## config.mk

```make
export PLATFORM = sky130hd
export DESIGN_NAME = traceback_walker
export DESIGN_NICKNAME = d
export VERILOG_FILES = /design/src/rtl/traceback_walker.sv
export SDC_FILE = /design/constraint.sdc
export NUM_CORES = 2
export LEC_CHECK = 0
export ABC_AREA = 1
export CORE_UTILIZATION = 47
export CTS_CLUSTER_SIZE = 20
export DETAILED_ROUTE_END_ITERATION = 7
export GPL_ROUTABILITY_DRIVEN = 0
export PLACE_DENSITY = 0.77
export SYNTH_ARGS = -nofsm -noshare
export SYNTH_HDL_FRONTEND = slang
export SYNTH_SLANG_ARGS = --single-unit
```

## constraint.sdc

```tcl
create_clock -name clk -period 4.7 [get_ports clk]
set_input_delay 0.94 -clock clk [delete_from_list [all_inputs] [get_ports clk]]
set_output_delay 0.94 -clock clk [all_outputs]
set_load 0.01 [all_outputs]
```

## src/rtl/traceback_walker.sv

```systemverilog
// Traceback walker: follows the captured direction matrix back from the max-score
// cell and streams one alignment operation per cycle over a valid/ready interface.
module traceback_walker #(
    parameter int N  = 16,
    parameter int AW = 4,
    parameter int LW = 6
) (
    input  logic              clk,
    input  logic              rst,
    input  logic              start,
    input  logic [2*N*N-1:0]  tb_matrix,
    input  logic [2*N-1:0]    seq_a,
    input  logic [2*N-1:0]    seq_b,
    input  logic [AW-1:0]     start_row,
    input  logic [AW-1:0]     start_col,
    output logic              op_valid,
    input  logic              op_ready,
    output logic [1:0]        op_code,
    output logic [AW-1:0]     op_row,
    output logic [AW-1:0]     op_col,
    output logic              op_last,
    output logic              busy,
    output logic              done,
    output logic [LW-1:0]     path_len
);

    typedef enum logic [1:0] {
        IDLE = 2'd0,
        WALK = 2'd1,
        FIN  = 2'd2
    } state_t;

    localparam logic [1:0] DIR_STOP = 2'b00;
    localparam logic [1:0] DIR_DIAG = 2'b01;
    localparam logic [1:0] DIR_UP   = 2'b10;
    localparam logic [1:0] DIR_LEFT = 2'b11;

    state_t state, state_next;

    logic [2*N*N-1:0] mat_q;
    logic [2*N-1:0]   sa_q;
    logic [2*N-1:0]   sb_q;
    logic [AW-1:0]    row_q;
    logic [AW-1:0]    col_q;

    logic [1:0]       cur_dir;
    logic [1:0]       pred_dir;
    logic [AW-1:0]    pred_row;
    logic [AW-1:0]    pred_col;
    logic             edge_hit;
    logic             last_op;
    logic             xfer;

    // N is a power of two, so {row,col} is the flat cell index directly
    always_comb begin
        cur_dir  = mat_q[{row_q, col_q, 1'b0} +: 2];
        pred_row = row_q;
        pred_col = col_q;
        edge_hit = 1'b0;
        case (cur_dir)
            DIR_DIAG: begin
                pred_row = row_q - AW'(1);
                pred_col = col_q - AW'(1);
                edge_hit = (row_q == '0) || (col_q == '0);
            end
            DIR_UP: begin
                pred_row = row_q - AW'(1);
                edge_hit = (row_q == '0);
            end
            DIR_LEFT: begin
                pred_col = col_q - AW'(1);
                edge_hit = (col_q == '0);
            end
            default: ;
        endcase
        // Predecessor lookup may wrap when edge_hit is set; edge_hit already forces last
        pred_dir = mat_q[{pred_row, pred_col, 1'b0} +: 2];
        last_op  = edge_hit || (pred_dir == DIR_STOP) || (path_len == LW'(2*N-2));
    end

    always_comb begin
        state_next = state;
        op_valid   = 1'b0;
        op_code    = 2'b00;
        op_row     = '0;
        op_col     = '0;
        op_last    = 1'b0;
        busy       = (state == WALK);
        done       = (state == FIN);
        xfer       = 1'b0;
        case (state)
            IDLE: begin
                if (start) state_next = WALK;
            end
            WALK: begin
                if (cur_dir == DIR_STOP) begin
                    state_next = FIN;
                end else begin
                    op_valid = 1'b1;
                    op_row   = row_q;
                    op_col   = col_q;
                    op_last  = last_op;
                    if (cur_dir == DIR_DIAG)
                        op_code = (sa_q[{row_q, 1'b0} +: 2] == sb_q[{col_q, 1'b0} +: 2]) ? 2'b00 : 2'b01;
                    else
                        op_code = cur_dir;
                    xfer = op_ready;
                    if (op_ready && last_op) state_next = FIN;
                end
            end
            FIN: begin
                state_next = IDLE;
            end
            default: state_next = IDLE;
        endcase
    end

    // Walk position advances only on a transfer, which keeps op_* stable while stalled
    always_ff @(posedge clk) begin
        if (rst) begin
            state    <= IDLE;
            mat_q    <= '0;
            sa_q     <= '0;
            sb_q     <= '0;
            row_q    <= '0;
            col_q    <= '0;
            path_len <= '0;
        end else begin
            state <= state_next;
            if (state == IDLE && start) begin
                mat_q    <= tb_matrix;
                sa_q     <= seq_a;
                sb_q     <= seq_b;
                row_q    <= start_row;
                col_q    <= start_col;
                path_len <= '0;
            end else if (xfer) begin
                path_len <= path_len + LW'(1);
                if (!last_op) begin
                    row_q <= pred_row;
                    col_q <= pred_col;
                end
            end
        end
    end

endmodule

```

==> flow_summary_export.csv <==
group,metric,value,unit
drt,wirelength,135,mm
worst_setup_path,crit_fanout,15,
worst_setup_path,critPathKind,"flop to output port",
drt,wl_per_cell,20.2,um
cells_and_area,fill_cells,5609,
logic_synthesis,synth_edf_count,0,
global_routing,grt_pass1_wl,201,mm
global_routing,grt_max_degree,206,
global_routing,antenna_found_initial,16,
cells_and_area,multi_input_comb_area,17400,um^2
timing,rsz0062_at_grt,"true",
global_routing,grt_overflow,0,
clock_tree,clk_pin_slew,70,ps
logic_synthesis,avgSynthCellArea,6.28,um^2
worst_setup_path,cp-startpoint,"col_q[0]",
timing,setup_violations,3,
logic_synthesis,synth.net_count,5581,
logic_synthesis,synthSimpleGateAreaFrac,33.6,%
global_routing,busiest_layer,"met2",
clock_tree,root_buffer,"clkbuf_16",
logic_synthesis,netlist_instances,4984,
power,power_density,1020,nW/um^2
die,design.die.area,67700,um^2
timing,worst_slew_pin_slew,868,ps
cells_and_area,final_cell_count_no_fill,6669,
clock_tree,cts.sink_count,592,
worst_hold_path,min_from,"mat_q[23]",
global_routing,grtUsageMet2,60.4,%
logic_synthesis,netlist_area,31300,um^2
clock_tree,cts_tree,"yes",
worst_setup_path,required,3760,ps
worst_setup_path,timing.rr.start,"col_q[0]",
die,pin_count,608,
clock_tree,clockBufferDepth,3,
cells_and_area,layout_commonest_cell,"nor2_1",
clock_tree,cts-htree-levels,2,
drt,viasPerCell,5.75,
timing,slew_violations,0,
cells_and_area,syn_to_final_growth,42.9,%
placement,hpwlAfterDp,91.2,mm
global_routing,grtUsageMet1,48.1,%
clock_tree,numCtsBuffers,61,
cells_and_area,nets,6333,
drt,drc,0,
worst_setup_path,critPathMaxStageDelay,380,ps
timing,min_period_over_period,120,%
power,leakage,18.7,nW
cells_and_area,drive_above_1_share,12.6,%
die,core_area,65900,um^2
timing,clock.fmax,178,MHz
drt,postRouteAntennaNets,0,
outcome,outcome,"complete, but fails checks",
die,initial_core_util,47.6,%
cells_and_area,register_area,11900,um^2
logic_synthesis,synthFlopType,"dfxtp_1",
logic_synthesis,yosysWarningCount,0,
cells_and_area,utilization,68.0,%
clock_tree,clk_latency,650,ps
timing,fin_crit,5620,ps
logic_synthesis,ys_seq_area_share,37.8,%
timing,slew-limit-headroom,42.2,%
die,dieHeight,260,um
logic_synthesis,synthXorXnorAreaFrac,0.312,%
placement,io_buffers,607,
logic_synthesis,synthMuxAreaShare,0,%
power,total_power,45.4,mW
worst_setup_path,end_kind,"output port",
global_routing,gr-usage-met3,6.95,%
worst_setup_path,cp_slowest_cell,"dfxtp_4",
worst_setup_path,start_kind,"flop",
timing,fin_worst_skew,24.5,ps
worst_setup_path,arrival,4680,ps
worst_hold_path,min_path_type,"flop to flop",
global_routing,first_global_vias,35600,
drt,routed-via-count,38300,
worst_setup_path,rrSetupSlack,150,ps
global_routing,grt_usage,38.0,%
logic_synthesis,synthAdderAreaFrac,0.360,%
logic_synthesis,yosys_register_bits,592,
job,cap_violations,0,
clock_tree,ctsHoldBuffers,0,
drt,drt-initial-drc-count,4725,
outcome,violations,"negative setup slack",
logic_synthesis,synth_top_family_by_area,"simple AND/OR/NAND/NOR gates",
timing,hold_violations,0,
die,rows,94,
timing,setup_ws,-924,ps
timing,fin_tns_setup,-1170,ps
die,die_w,260,um
worst_setup_path,cp-endpoint,"op_last",
logic_synthesis,synth_compound_area_share,19.5,%
logic_synthesis,ys_types,43,
worst_setup_path,r2r-end,"row_q[3]",
logic_synthesis,ys_async_sr_fraction,0,%
power,peakVddDrop,1.06,mV
worst_setup_path,crit_top_cell,"nand3_2",
worst_setup_path,rr_worst_depth,28,
cells_and_area,final_cell_mix,"nor2_1 (1,116), nand2_1 (889), o21ai_0 (769)",
drt,first_pass_iters,8,
placement,placedCellCount,6475,
## layout make-up
cell class / instances / share of cell area, %
Sequential cell: 592 / 26.5
Inverter: 203 / 1.81
Tap cell: 864 / 2.42
Multi-Input combinational cell: 3775 / 38.8
Clock buffer: 74 / 3.63
Clock inverter: 41 / 1.40
Timing Repair Buffer: 1103 / 25.3
Antenna cell: 17 / 0.0950
## stage by stage
step / cell area, um^2 / hold slack (ps) / setup slack (ps)
after floorplan: 31300 / 439 / 11.0
after global placement: 40900 / 451 / -878
after detailed placement: 40900 / 457 / -938
after CTS: 44200 / 468 / -839
after global routing: 44800 / 486 / -1070
final: 44800 / 466 / -924
## cell families after synthesis
kind of cell	after synthesis
AOI/OAI and AO/OA	1158
xor gates and xnor gates	9
adders and majority gates	9
buffers and inverters	617
DFF	592
and+or+nand+nor	2599
## cells in the mapped netlist (all sizes together), types with 18 or more instances
library cell	number	area, um^2
clkbuf	275	1030
o221ai	18	158
inv	200	751
o21ai	811	4070
buf	139	825
o22ai	45	282
o211ai	44	330
a21oi	215	1080
nand3	542	2730
nand2	911	3440
nor2	1129	4250
dfxtp	592	11900
## critical path, delay by kind of cell, from the launching register on
family / cells / cell delay, ps
xor gates and xnor gates: 1 / 180
DFF: 1 / 380
and+or+nand+nor: 9 / 970
AOI/OAI and AO/OA: 5 / 960
buffers and inverters: 10 / 1280
adders and majority gates: 1 / 220
## power by group
| part | switching, mW | total [mW] | internal (mW) |
|---|---|---|---|
| registers | 0.942 | 7.29 | 6.35 |
| clock network | 2.22 | 5.52 | 3.29 |
| logic | 19.1 | 32.6 | 13.5 |
| total | 22.3 | 45.4 | 23.2 |
## per-layer routing
layer  vias to the layer above  wire length (um)
met2                      2410             60500
met4                         2              8800
met5                         -                10
li1                      17900                 -
met3                       511             15000
met1                     17500             50600
## worst min-delay path by stage
stage	endpoint	slack, ps	cells after the start
2_1_floorplan	mat_q[111]	440	2
3_3_place_gp	mat_q[41]	450	2
3_5_place_dp	mat_q[9]	460	2
4_1_cts	mat_q[23]	470	2
5_1_grt	mat_q[410]	490	2
6_report	mat_q[23]	470	2
## repair_timing
action / 4_1_cts / 5_1_grt
buffers inserted: 32 / 15
setup endpoints to repair: 18 / 18
endpoints found under the hold margin: 0 / 0
pin swaps: 38 / 44
cloned: 12 / 8
gates resized for setup: 126 / 91
## registers in the layout, indices dropped and copies added (netlist names)
signal	flops
sa_q	32
state	2
path_len	6
mat_q	512
sb_q	32
row_q	4
col_q	4
(Power assumes the default switching activity.)
